==> src/rtl/definitions.sv <==
// Shared types for the registered sequential ALU and its iterative multiplier.
package definitions;

    // Opcode set of the ALU; values outside this list behave as NOP.
    typedef enum logic [4:0] {
        NOP  = 5'd0,
        ADD  = 5'd1,
        ADDI = 5'd2,
        SUB  = 5'd3,
        SUBI = 5'd4,
        AND  = 5'd5,
        ANDI = 5'd6,
        XOR  = 5'd7,
        RXOR = 5'd8,
        LSL  = 5'd9,
        LSR  = 5'd10,
        MOVA = 5'd11,
        MOVB = 5'd12,
        CEQ  = 5'd13,
        CNE  = 5'd14,
        CLE  = 5'd15,
        CLT  = 5'd16,
        MUL  = 5'd17
    } op_t;

    // Control FSM: idle/accepting, or stepping the multiplier.
    typedef enum logic {
        IDLE     = 1'b0,
        MUL_BUSY = 1'b1
    } alu_state_t;

    // Flag set registered alongside the result.
    typedef struct packed {
        logic zero;
        logic carry;
        logic negative;
        logic overflow;
    } flags_t;

endpackage

==> src/rtl/mul_iter.sv <==
// Iterative shift-add unsigned multiplier: one partial-product step per cycle,
// W steps per product. The product of the final step is presented
// combinationally together with done_o so the caller can capture it on the
// same edge that retires the last step.
module mul_iter #(
    parameter int W = 8
) (
    input  logic           clk,
    input  logic           rst_n,
    input  logic           start_i,
    input  logic [W-1:0]   mcand_i,
    input  logic [W-1:0]   mplier_i,
    output logic           done_o,
    output logic [2*W-1:0] product_o
);

    localparam int CW = $clog2(W + 1);

    logic [2*W-1:0] prod_q;
    logic [W-1:0]   mcand_q;
    logic [CW-1:0]  cnt_q;
    logic [W:0]     partial;
    logic [2*W-1:0] step;

    // One shift-add step: conditionally add the multiplicand into the high half, then shift right.
    always_comb begin
        partial = {1'b0, prod_q[2*W-1:W]};
        if (prod_q[0]) begin
            partial = {1'b0, prod_q[2*W-1:W]} + {1'b0, mcand_q};
        end
        step = {partial, prod_q[W-1:1]};
    end

    // Load operands on start, then step once per cycle until the counter runs out.
    // NOTE: the datapath registers are reset along with the counter so that an
    // aborted multiply leaves no stale partial product behind.
    always_ff @(posedge clk or negedge rst_n) begin
        if (!rst_n) begin
            prod_q  <= '0;
            mcand_q <= '0;
            cnt_q   <= '0;
        end else if (start_i) begin
            prod_q  <= {{W{1'b0}}, mplier_i};
            mcand_q <= mcand_i;
            cnt_q   <= CW'(W);
        end else if (cnt_q != '0) begin
            prod_q  <= step;
            cnt_q   <= cnt_q - CW'(1);
        end
    end

    assign done_o    = (cnt_q == CW'(1));
    assign product_o = step;

endmodule

==> src/rtl/seq_alu.sv <==
// Registered ALU with valid/ready handshakes on both sides, a full flag set held
// with the result, and an iterative W-cycle unsigned multiply. The output
// register is a one-entry buffer that can drain and refill in the same cycle.
module seq_alu
    import definitions::*;
#(
    parameter int W     = 8,
    parameter int IMM_W = 5
) (
    input  logic             Clk,
    input  logic             Reset_n,
    input  logic             InValid,
    output logic             InReady,
    input  op_t              OP,
    input  logic [W-1:0]     InputA,
    input  logic [W-1:0]     InputB,
    input  logic [IMM_W-1:0] Imm,
    output logic             OutValid,
    input  logic             OutReady,
    output logic [W-1:0]     Out,
    output logic [W-1:0]     OutHi,
    output logic             Zero,
    output logic             Carry,
    output logic             Negative,
    output logic             Overflow
);

    alu_state_t state_q, state_d;

    logic           out_valid_q, out_valid_d;
    logic [W-1:0]   out_q, out_d;
    logic [W-1:0]   out_hi_q, out_hi_d;
    flags_t         flags_q, flags_d;

    logic           accept;
    logic           load_alu;
    logic           load_mul;
    logic           mul_start;
    logic           mul_done;
    logic [2*W-1:0] mul_product;

    logic [W-1:0]   imm_ext;
    logic [W-1:0]   b_eff;
    logic [W:0]     add_full;
    logic [W:0]     sub_full;
    logic           shift_oob;
    logic [W-1:0]   alu_res;
    logic           alu_carry;
    logic           alu_ovf;

    mul_iter #(.W(W)) u_mul (
        .clk       (Clk),
        .rst_n     (Reset_n),
        .start_i   (mul_start),
        .mcand_i   (InputA),
        .mplier_i  (InputB),
        .done_o    (mul_done),
        .product_o (mul_product)
    );

    // Shared operand preparation: immediate ops replace B with the zero-extended Imm.
    always_comb begin
        imm_ext   = W'(Imm);
        b_eff     = (OP == ADDI || OP == SUBI || OP == ANDI) ? imm_ext : InputB;
        add_full  = {1'b0, InputA} + {1'b0, b_eff};
        sub_full  = {1'b0, InputA} - {1'b0, b_eff};
        shift_oob = (32'(Imm) >= 32'(W));
    end

    // Single-cycle op mux with per-op carry/overflow; NOP and unknown opcodes yield zero.
    // NOTE: every output gets a default before the case so no path leaves a latch.
    always_comb begin
        alu_res   = '0;
        alu_carry = 1'b0;
        alu_ovf   = 1'b0;
        case (OP)
            ADD, ADDI: begin
                alu_res   = add_full[W-1:0];
                alu_carry = add_full[W];
                alu_ovf   = (InputA[W-1] == b_eff[W-1]) && (add_full[W-1] != InputA[W-1]);
            end
            SUB, SUBI: begin
                alu_res   = sub_full[W-1:0];
                alu_carry = sub_full[W];
                alu_ovf   = (InputA[W-1] != b_eff[W-1]) && (sub_full[W-1] != InputA[W-1]);
            end
            AND, ANDI: alu_res = InputA & b_eff;
            XOR:       alu_res = InputA ^ InputB;
            RXOR:      alu_res = W'(^InputA);
            LSL:       alu_res = shift_oob ? '0 : (InputA << Imm);
            LSR:       alu_res = shift_oob ? '0 : (InputA >> Imm);
            MOVA:      alu_res = InputA;
            MOVB:      alu_res = InputB;
            CEQ:       alu_res = W'(InputA == InputB);
            CNE:       alu_res = W'(InputA != InputB);
            CLE:       alu_res = W'(InputA <= InputB);
            CLT:       alu_res = W'(InputA < InputB);
            default:   alu_res = '0;
        endcase
    end

    // FSM state register.
    // NOTE: sequential state uses non-blocking assignments so every register
    // samples pre-edge values regardless of block ordering.
    always_ff @(posedge Clk or negedge Reset_n) begin
        if (!Reset_n) begin
            state_q <= IDLE;
        end else begin
            state_q <= state_d;
        end
    end

    // FSM next state: enter MUL_BUSY on a MUL accept, leave when the last step retires.
    always_comb begin
        state_d = state_q;
        case (state_q)
            IDLE:     if (mul_start) state_d = MUL_BUSY;
            MUL_BUSY: if (mul_done)  state_d = IDLE;
            default:  state_d = IDLE;
        endcase
    end

    // FSM outputs: handshake and the load strobes for the result register and multiplier.
    always_comb begin
        InReady   = (state_q == IDLE) && (!out_valid_q || OutReady);
        accept    = InValid && InReady;
        mul_start = accept && (OP == MUL);
        load_alu  = accept && (OP != MUL);
        load_mul  = (state_q == MUL_BUSY) && mul_done;
    end

    // Next contents of the result register: new ALU or MUL result, else hold.
    always_comb begin
        out_d       = out_q;
        out_hi_d    = out_hi_q;
        flags_d     = flags_q;
        out_valid_d = out_valid_q;
        if (out_valid_q && OutReady) begin
            out_valid_d = 1'b0;
        end
        if (load_alu) begin
            out_d            = alu_res;
            out_hi_d         = '0;
            flags_d.zero     = (alu_res == '0);
            flags_d.carry    = alu_carry;
            flags_d.negative = alu_res[W-1];
            flags_d.overflow = alu_ovf;
            out_valid_d      = 1'b1;
        end else if (load_mul) begin
            out_d            = mul_product[W-1:0];
            out_hi_d         = mul_product[2*W-1:W];
            flags_d.zero     = (mul_product == '0);
            flags_d.carry    = (mul_product[2*W-1:W] != '0);
            flags_d.negative = mul_product[W-1];
            flags_d.overflow = 1'b0;
            out_valid_d      = 1'b1;
        end
    end

    // Result register: value, high half, flags and valid bit.
    always_ff @(posedge Clk or negedge Reset_n) begin
        if (!Reset_n) begin
            out_valid_q <= 1'b0;
            out_q       <= '0;
            out_hi_q    <= '0;
            flags_q     <= '0;
        end else begin
            out_valid_q <= out_valid_d;
            out_q       <= out_d;
            out_hi_q    <= out_hi_d;
            flags_q     <= flags_d;
        end
    end

    assign OutValid = out_valid_q;
    assign Out      = out_q;
    assign OutHi    = out_hi_q;
    assign Zero     = flags_q.zero;
    assign Carry    = flags_q.carry;
    assign Negative = flags_q.negative;
    assign Overflow = flags_q.overflow;

endmodule

==> config.mk <==
export PLATFORM = sky130hd
export DESIGN_NAME = seq_alu
export DESIGN_NICKNAME = d
export VERILOG_FILES = /design/src/rtl/definitions.sv /design/src/rtl/mul_iter.sv /design/src/rtl/seq_alu.sv
export SDC_FILE = /design/constraint.sdc
export NUM_CORES = 1
export LEC_CHECK = 0
export CORE_UTILIZATION = 59
export CTS_BUF_LIST = sky130_fd_sc_hd__clkbuf_2 sky130_fd_sc_hd__clkbuf_4 sky130_fd_sc_hd__clkbuf_8
export DETAILED_ROUTE_END_ITERATION = 12
export PLACE_DENSITY = 0.89
export SYNTH_ARGS = -nofsm -noshare
export SYNTH_HDL_FRONTEND = slang
export SYNTH_SLANG_ARGS = --single-unit
==> constraint.sdc <==
create_clock -name Clk -period 3.4 [get_ports Clk]
set_clock_uncertainty 0.2 [all_clocks]
set_input_delay 0.51 -clock Clk [delete_from_list [all_inputs] [get_ports Clk]]
set_output_delay 0.51 -clock Clk [all_outputs]
set_load 0.1 [all_outputs]
# Word level (Yosys, flattened, before mapping)
# Index checks and enable logic that the tools add are counted.
dict set report op_classes {
  n_addsub 4
  n_lt_le_gt_ge 3
  eq_ne 25
  n_shift 2
  muxes 23
  bitwise_logic 3
  reduce_logical 23
}
# cell n
set ops {}
lappend ops {{$pmux W8 S13} 1}
lappend ops {{$mux W8} 7}
lappend ops {{$eq A5 B4 Y1 const B} 8}
lappend ops {{$mux W16} 2}
lappend ops {{$eq A5 B3 Y1 const B} 4}
lappend ops {{$add A8 B8 Y9} 2}
lappend ops {{$logic_not A16 Y1} 1}
lappend ops {{$mux W4} 4}
lappend ops {{$eq A5 B2 Y1 const B} 2}
lappend ops {{$eq A5 B5 Y1 const B} 2}
lappend ops {{$mux W9} 1}
lappend ops {{$sub A8 B8 Y9} 1}
lappend ops {{$and A8 B8 Y8} 1}
lappend ops {{$eq A8 B8 Y1} 1}
lappend ops {{$le A8 B8 Y1} 1}
lappend ops {{$logic_and A1 B1 Y1} 8}
lappend ops {{$logic_not A8 Y1} 1}
lappend ops {{$lt A8 B8 Y1} 1}
lappend ops {{$ne A8 B8 Y1} 1}
lappend ops {{$reduce_bool A8 Y1} 1}
lappend ops {{$reduce_xor A8 Y1} 1}
lappend ops {{$shl A8 B5 Y8} 1}
lappend ops {{$shr A8 B5 Y8} 1}
lappend ops {{$xor A8 B8 Y8} 1}
lappend ops {{16 further kinds} 29}
dict set report totals {
  regBits 50
  elab_cells 94
}

# Longest topological paths before layout
# Gate-level depths: netlist of the first run.
dict set report depth {
  word_depth 9
  ltp_mapped 15
  ltp_nobuf 13
}

# Cells and area by module
# From an unflattened synthesis of the first run, not the netlist that was laid out.
dict set report hier_totals {
  cells_unflattened 544
  hier_area_um2 4730.8
}
# module n_inst cells_per_inst area_each_um2
set modules_own_cells {}
lappend modules_own_cells {seq_alu 1 370 3001.6}
lappend modules_own_cells {mul_iter 1 174 1729.2}

# Least setup slack after synthesis of the first run
# OpenSTA, ideal clock, no wires.
dict set report synth_path {
  path_kind {input -> register}
  startpoint {in OP[2]}
  endpoint {reg out_q[7], in the netlist Out[7]}
  setup_ns 0.126
  arrival_time_ns 3.633
  path_slack_ns -0.559
  stages 14
  path_buffers 3
  cell_sequence {clkbuf_1 -> nor2_1 -> or4_1 -> clkbuf_1 -> mux2_2 -> ha_1 -> buf_2 -> nor2_1 -> a221o_1 -> o41ai_1 -> nor2_1 -> a211o_1 -> a21o_1 -> a221o_1}
}
dict set report synth_between {
  elab_chain_cells 7
  word_cells_on_any_way 30
  cone_classes {add/sub (2); eq/ne (17); mux (3); bitwise (1); reduce/logical (7)}
}
# item line_no
set synth_lines {}
lappend synth_lines {{start, declared} seq_alu.sv:14} ;# input op_t OP,
lappend synth_lines {{$eq A5 B2 Y1 or $eq A5 B3 Y1 (tied branches)} {seq_alu.sv:64, seq_alu.sv:76}}
lappend synth_lines {{$logic_or A1 B1 Y1 (2 in a row)} seq_alu.sv:64} ;# b_eff = (OP == ADDI || OP == SUBI || OP == ANDI) ? imm_ext : InputB;
lappend synth_lines {{$mux W8} seq_alu.sv:64}
lappend synth_lines {{$sub A8 B8 Y9 (tied with other cells)} seq_alu.sv:66} ;# sub_full = {1'b0, InputA} - {1'b0, b_eff};
lappend synth_lines {{$pmux W8 S13} seq_alu.sv:76} ;# case (OP)
lappend synth_lines {{$mux W8} seq_alu.sv:141} ;# if (load_alu) begin
lappend synth_lines {{end signal, assigned} seq_alu.sv:169} ;# out_q <= out_d;
lappend synth_lines {{end, declared} seq_alu.sv:31} ;# logic [W-1:0] out_q, out_d;
# Parallel ways exist; a longest one is shown, timed or not.
# A chain may end at the register's enable or synchronous reset.

# Worst setup path in the final report of the first run
dict set report layout_path {
  startpoint {in OP[4]}
  endpoint {reg out_q[7], in the netlist Out[7]}
}
# The elaborated chain is that of the path after synthesis.

==> results of run 1 <==
[layout by cell type (no fill, tap or decap), types with 11 or more instances in the layout]
cell type and n:
ha_1 32, dfrtp_1 49, a21o_1 11, mux2_2 14, nand2_1 41, xnor2_1 15, a211oi_1 11, mux2i_1 17
buf_4 105, nor2_1 38, o21ai_0 25, nor3_1 16, a21oi_1 18, inv_1 29, clkdlybuf4s50_1 25
[worst reg2reg max path: cells and delay by family, from the launching register on]
family                     cells  cell delay [ns]
adders and majority gates      2             0.69
and+or+nand+nor                1             0.18
DFF                            1             0.40
AOI/OAI and AO/OA              6             1.52
[worst paths after layout]
path                             startpoint              end  slack, ns  cells past startpoint
setup / recovery                      OP[4]           Out[7]      -0.06                     11
hold / removal                      Reset_n   u_mul.cnt_q[0]       0.21                      1
setup reg to reg           u_mul.mcand_q[0]            Carry       0.29                      9
hold reg to reg                    OutHi[6]         OutHi[6]       0.29                      1
max in group asynchronous           Reset_n  u_mul.prod_q[9]       2.12                      1
min in group Clk                   OutHi[6]         OutHi[6]       0.29                      1
[flip-flops by register name (all words and copies together), names as in the netlist]
signal,flops
OutValid,1
Carry,1
Zero,1
OutHi,8
Overflow,1
state_q,1
u_mul.prod_q,16
u_mul.cnt_q,4
u_mul.mcand_q,8
Out,8
[area by class of cell]
type | instances | share of cell area (%)
inverter | 30 | 1.87
multi-input combinational | 425 | 55.5
clock inverter | 2 | 0.644
sequential | 49 | 20.4
tap | 102 | 2.12
clock buffer | 6 | 1.27
timing repair buffer | 136 | 18.2
[power groups by stage]
stage                     Clock [mW]  Sequential (mW)  Combinational (mW)
after floorplan                    0             1.39                1.07
after global placement             0            0.981                2.04
after detailed placement           0            0.994                2.13
after CTS                      0.417            0.986                2.16
after global routing           0.439             1.02                2.36
final                          0.422            0.998                2.24
[per-layer routing]
layer / wire length (µm) / up-vias / share of wire [%]
met5: 0 / - / 0
met3: 867 / 55 / 5.4
met4: 778 / 0 / 4.9
met1: 6250 / 2381 / 39
li1: - / 2234 / -
met2: 8090 / 234 / 51
[logic make-up after synthesis]
family	after synthesis
flip-flops	49
adder cells (fa/ha/maj)	39
buffers and inverters	67
AO/OA/AOI/OAI	148
AND/OR/NAND/NOR	182
XOR/XNOR	18
multiplexers	38
[what timing repair did]
action,4_1_cts,5_1_grt
gates resized for setup,27,15
gates cloned,0,0
setup buffers,2,2
setup endpoints to repair,10,7
endpoints found under the hold margin,0,0
pin swaps,10,12
==> flow_summary.ini, run 1 <==
[final_layout]
antenna_cells = 0
fin_area_mm2 = 0.00602
area.growth.synth_to_final_pct = 29.5
post-route-util_pct = 78.3
fillCellCount = 504
layout.area.seq_mm2 = 0.00123
multiInputGateArea_mm2 = 0.00334
post_route_cells_drive_above_1_share_pct = 26.1
layoutNonFillerInstCount = 750
nets = 716

[placed_design]
dpl_cell_area_mm2 = 0.00575
port-buffer-count = 51
post-dp-hpwl_um = 12300
finalWeightedCongestion = 1.00
place.detailed.instances = 739
dp_slack_ns = -0.779

[die]
die_x_um = 90.8
die_h_um = 90.8
core_box_area_mm2 = 0.00769
fp.dieArea_mm2 = 0.00824
start_util_pct = 60.5
design.portCount = 52
count_of_standard_cell_rows = 32

[sta]
timing.final.crit_share_pct = 102
finalSetupTns_ns = -0.110
setup_violations = 2
slew_viol_final = 0
relSlewSlack_pct = 26.7
worstMarginPinSlew_ns = 1.10
hold_ws_ns = 0.210
grt_setup_unrepaired = true
post-route-min-period_ns = 3.46
post_route_worst_setup_slack_ns = -0.0572
final_hold_fails = 0
peak_clock_frequency_supported_by_timing_ghz = 0.289

[setup_path]
cp_data_arrival_time_ns = 3.46
worst-setup-path-type = in -> reg
setup.worst_path.start_class = input pin
critical_path.max_fanout = 7
path_common_cell = a221o_1
cpLargestDelayFamily = compound AO/OA/AOI/OAI gates
timing.critical_path.slowest_stage_cell = or4_4
crit_path_max_incr_delay_ns = 0.60
timing.critical_path.buf_inv = 1
worstPathRequired_ns = 3.40
worstPathCellList = buf_6 -> or4_4 -> mux2_4 -> ha_4 -> o21bai_4 -> a221o_1 -> o41ai_2 -> nor2_1 -> a211o_1 -> a21o_1 -> a221o_1
endpoint_kind = flip-flop

[global_routing]
met3_usage_pct = 4.88
grtUsageMet1_pct = 46.7
global_route.overflow_total = 0
grt_first_pass_wirelength_um = 25400
globalRouteTotalUtil_pct = 39.4
busiest_layer = met2
grt.met2_usage_pct = 69.7
initial_antenna_violation_count = 0
vias_in_the_first_global_route = 4883
pin_count_of_the_biggest_net_entering_global_routing = 50

[pwr]
comb_power_share_pct = 61.2
sequentialPowerShare_pct = 27.3
p_leak_nw = 2.79
total_power_mw = 3.66
netSwitchingPower_mw = 1.84
power_density_mw_per_mm2 = 608
power.ir.vdd_worst_mv = 0.406
swShare_pct = 50.4
clk_pwr_share_pct = 11.5
p_int_mw = 1.82

[drt]
wl_um = 16000
post_detailed_route_drc_marker_count = 0
drt-pass1-iter-count = 5
first_iter_violations = 264
antenna_left = 0
num_vias = 4904
routedWlPerCell_um = 21.3
routed_via_density = 6.54

[logic_synthesis]
synth_enable_flop_cells = 0
post_synth_mux_area_share_pct = 9.56
postSynthAreaPerCell_um2 = 8.59
synthSimpleGateAreaFrac_pct = 20.7
synthesis_stage_register_bit_count = 49
synth_flop_cell = dfrtp_1
synth_top_family_by_area = compound AO/OA/AOI/OAI gates
synth.largest_area_cell = dfrtp_1
synth_common_cells = dfrtp_1 (49), nand2_1 (41), nor2_1 (41)
number_of_standard_cells_after_synthesis = 541
synth-async-reset-ratio_pct = 100
synthAdderAreaFrac_pct = 11.0
synth_top_cells_by_area = dfrtp_1 (26%), ha_1 (9.7%), mux2_2 (4.1%), mux2i_1 (3.7%), nand2_1 (3.3%)
synth_compound_area_share_pct = 23.1
synth_top_cell_area_share_pct = 26.4
syn_area_mm2 = 0.00465
post_synth_num_cell_types = 72
synth-seq-area-share_pct = 26.4
synth.yosys.warnings = 0
synthXorXnorAreaFrac_pct = 3.39
count_leader_synth = dfrtp_1
postSynthNetCount = 610

[cts]
post_cts_hold_buffer_count = 0
clock-root-buffer = clkbuf_8
htreeDepth = 2
cts.clk_slew.worst_paths_ns = 0.09
clock_tree_from_tritoncts = built
clock_path_buffers = 2
clock_buffer_count_from_cts = 5
clkSinkCount = 49
worst_skew_pair.late_latency_ns = 0.31

[flow_run]
maxCapViolations = 0

[run_status]
status = finished with violations
violated_checks = setup timing

[hold_path]
worstHoldPathType = in -> async
No activity file was read; power rests on OpenSTA's default activity.
==> inputs of run 2 (changes only) <==
--- a/config.mk
+++ b/config.mk
@@ -5,10 +5,13 @@
 export SDC_FILE = /design/constraint.sdc
 export NUM_CORES = 1
 export LEC_CHECK = 0
-export CORE_UTILIZATION = 59
+export ABC_AREA = 1
+export CORE_ASPECT_RATIO = 1.1
+export CORE_UTILIZATION = 60
 export CTS_BUF_LIST = sky130_fd_sc_hd__clkbuf_2 sky130_fd_sc_hd__clkbuf_4 sky130_fd_sc_hd__clkbuf_8
+export CTS_CLUSTER_SIZE = 14
 export DETAILED_ROUTE_END_ITERATION = 12
-export PLACE_DENSITY = 0.89
+export PLACE_DENSITY = 0.9
 export SYNTH_ARGS = -nofsm -noshare
 export SYNTH_HDL_FRONTEND = slang
 export SYNTH_SLANG_ARGS = --single-unit
==> run 2 against run 1 <==
  * The run now ends clean
  * Fmax grew 7.2%
  * Non-clock buffer count shrank 19
  * Hold slack lost 0.016 ns
  * Combinational power is essentially flat
  * Design area grew 2.8%
  * Synthesized area grew 7.3%
  * Total power shrank 1.0%
  * Critical path depth grew 8
  * Die area grew 5.4%
  * Cell count grew 37%
  * Synthesized cell count grew 51%
  * Highest routed layer is now met5
==> flow_summary.ini, run 2 <==
[logic_synthesis]
count_leader_synth = nand2_1
synth_flop_cell = dfrtp_1
synth.yosys.warnings = 0
synth-async-reset-ratio_pct = 100
post_synth_num_cell_types = 42
postSynthNetCount = 884
synth_common_cells = nand2_1 (261), inv_1 (116), nand3_1 (95)
syn_area_mm2 = 0.00499
postSynthAreaPerCell_um2 = 6.12
number_of_standard_cells_after_synthesis = 815
synth_top_cell_area_share_pct = 24.6
synthesis_stage_register_bit_count = 49
synth_top_cells_by_area = dfrtp_1 (25%), nand2_1 (20%), nand3_1 (9.5%), ha_1 (9.0%), inv_1 (8.7%)
synth.largest_area_cell = dfrtp_1
synth-seq-area-share_pct = 24.6
synth_enable_flop_cells = 0

[cts]
worst_skew_pair.late_latency_ns = 0.32
clock_tree_from_tritoncts = built
cts.clk_slew.worst_paths_ns = 0.10
htreeDepth = 2
clock_buffer_count_from_cts = 5
clock_path_buffers = 2
post_cts_hold_buffer_count = 0
clkSinkCount = 49
clock-root-buffer = clkbuf_8

[final_layout]
top_reg_by_flops = u_mul.prod_q
mostFrequentLayoutCells = nand2_1 (259), inv_1 (113), nand3_1 (93), buf_4 (83), nor2_1 (75)
post_route_cells_drive_above_1_share_pct = 15.5
nets = 985
number_of_flip_flops_in_the_largest_register = 16
layout.cells.most_common = nand2_1
antenna_cells = 0
area.growth.synth_to_final_pct = 24.1
fillCellCount = 595

[drt]
dr.max_layer_used = met5
route.met2.wl_um = 8460
routedWlPerCell_um = 17.0
num_vias = 6107
met1Wirelength_um = 6100
antenna_left = 0
drt-pass1-iter-count = 6
wl_um = 17400
first_iter_violations = 505
post_detailed_route_drc_marker_count = 0
routed-wl-met3_um = 1500
routed_via_density = 5.96

[setup_path]
timing.critical_path.slowest_stage_cell = clkdlybuf4s50_1
worstReg2RegEnd = Zero
cpLargestDelayFamily = simple AND/OR/NAND/NOR gates
setup.reg_to_reg.worst_slack_ns = 0.85
crit_path_max_incr_delay_ns = 0.42
crit-reg2reg-launch = u_mul.mcand_q[0]
critical_path.max_fanout = 8
path_depth_of_the_worst_reg2reg_path = 13
worstPathRequired_ns = 3.45
worstPathCellList = clkdlybuf4s50_1 -> inv_1 -> nor2_2 -> nand3_2 -> inv_1 -> a21oi_4 -> inv_2 -> buf_4 -> o21ai_2 -> ha_4 -> nand2_1 -> nand2_1 -> a21oi_1 -> nand3_1 -> nand3_1 -> nand4_1 -> nor2_1 -> nand3_1 -> a21oi_1
cp_data_arrival_time_ns = 3.28
endpoint_kind = flip-flop
path_common_cell = nand3_1
setup.worst_path.start_class = input pin
timing.critical_path.buf_inv = 5
worst-setup-path-type = in -> reg

[pwr]
netSwitchingPower_mw = 2.00
swShare_pct = 55.1
power.ir.vdd_worst_mv = 0.411
sequentialPowerShare_pct = 27.5
p_int_mw = 1.63
power_density_mw_per_mm2 = 585
p_leak_nw = 3.36
comb_power_share_pct = 62.5
clk_pwr_share_pct = 10.0

[global_routing]
globalRouteTotalUtil_pct = 41.9
initial_antenna_violation_count = 1
vias_in_the_first_global_route = 5959
pin_count_of_the_biggest_net_entering_global_routing = 50
grt_first_pass_wirelength_um = 27900
global_route.overflow_total = 0

[sta]
setup_violations = 0
slew_viol_final = 0
peak_clock_frequency_supported_by_timing_ghz = 0.310
post_route_worst_setup_slack_ns = 0.175
finalSetupTns_ns = 0
final_hold_fails = 0
post-route-min-period_ns = 3.23
timing.final.crit_share_pct = 94.9
worstMarginPinSlew_ns = 1.08
relSlewSlack_pct = 27.8

[die]
fp.dieArea_mm2 = 0.00869
design.portCount = 52
core_box_area_mm2 = 0.00800
count_of_standard_cell_rows = 34
die_x_um = 89.0
start_util_pct = 62.4
die_h_um = 97.6

[flow_run]
maxCapViolations = 0

[placed_design]
post-dp-hpwl_um = 13600
dp_slack_ns = -0.647
finalWeightedCongestion = 1.07
port-buffer-count = 51

[hold_path]
worstHoldPathType = in -> async

[run_status]
status = complete, no violations
[run 2: power groups by stage]
stage	Combinational, mW	Sequential (mW)	Clock, mW
final	2.26	0.996	0.364
after global routing	2.45	1.01	0.378
after CTS	2.20	0.983	0.356
after detailed placement	2.16	0.991	0
after global placement	2.09	0.977	0
after floorplan	1.12	1.42	0
[run 2: cells by family after synthesis]
family / synth area share [%]
buf+inv: 11.8
xor+xnor: 1.05
flops: 24.6
mux: 0.201
simple gates: 41.3
compound gates: 10.8
fa+ha+maj: 10.2
[run 2: worst reg2reg max path, delay by kind of cell, from the launching register on]
kind            cells  cell delay, ns
fa+ha+maj           2            0.76
flops               1            0.41
simple gates        9            0.93
buf+inv             1            0.04
compound gates      1            0.14
[run 2: what timing repair did]
| item | 4_1_cts | 5_1_grt |
|---|---|---|
| setup endpoints to repair | 9 | 10 |
| pin swaps | 2 | 9 |
| setup buffers | 0 | 2 |
| gates resized for setup | 11 | 31 |
[run 2: how the worst max path moves through the flow]
stage | start | endpoint | slack, ns | cells after the start
2_1_floorplan | OutValid | Carry | 0.23 | 9
3_3_place_gp | OP[1] | Zero | -0.52 | 19
3_5_place_dp | OP[1] | Zero | -0.65 | 18
4_1_cts | OP[4] | Zero | 0.002 | 18
5_1_grt | OP[2] | Zero | -0.03 | 22
6_report | OP[2] | Zero | 0.17 | 19
[run 2: metal layers]
metal,vias up,track usage (%)
met5,-,0
met4,2,27.6
met3,114,8.84
met2,391,71.9
met1,2774,45.5
li1,2826,-
[run 2: layout make-up]
class	count	area (µm²)	share of cell area, %
inverter	122	458	7.40
multi-input combinational	621	3320	53.6
sequential	49	1230	19.8
clock inverter	2	13.8	0.222
timing repair buffer	117	965	15.6
clock buffer	6	76.3	1.23
tap	108	135	2.18
[run 2: stage by stage]
| stage | hold WS [ns] | cell area [µm²] | std cells | util, % | total power [mW] |
|---|---|---|---|---|---|
| finish | 0.193 | 6190 | 1025 | 77.4 | 3.62 |
| global route | 0.290 | 6190 | 1025 | 77.4 | 3.84 |
| CTS | 0.228 | 6060 | 1023 | 75.8 | 3.54 |
| detailed placement | 0.285 | 5940 | 1015 | 74.3 | 3.16 |
| global placement | 0.271 | 5940 | 1015 | 74.3 | 3.07 |
| floorplan | 0.0144 | 4990 | 815 | - | 2.54 |
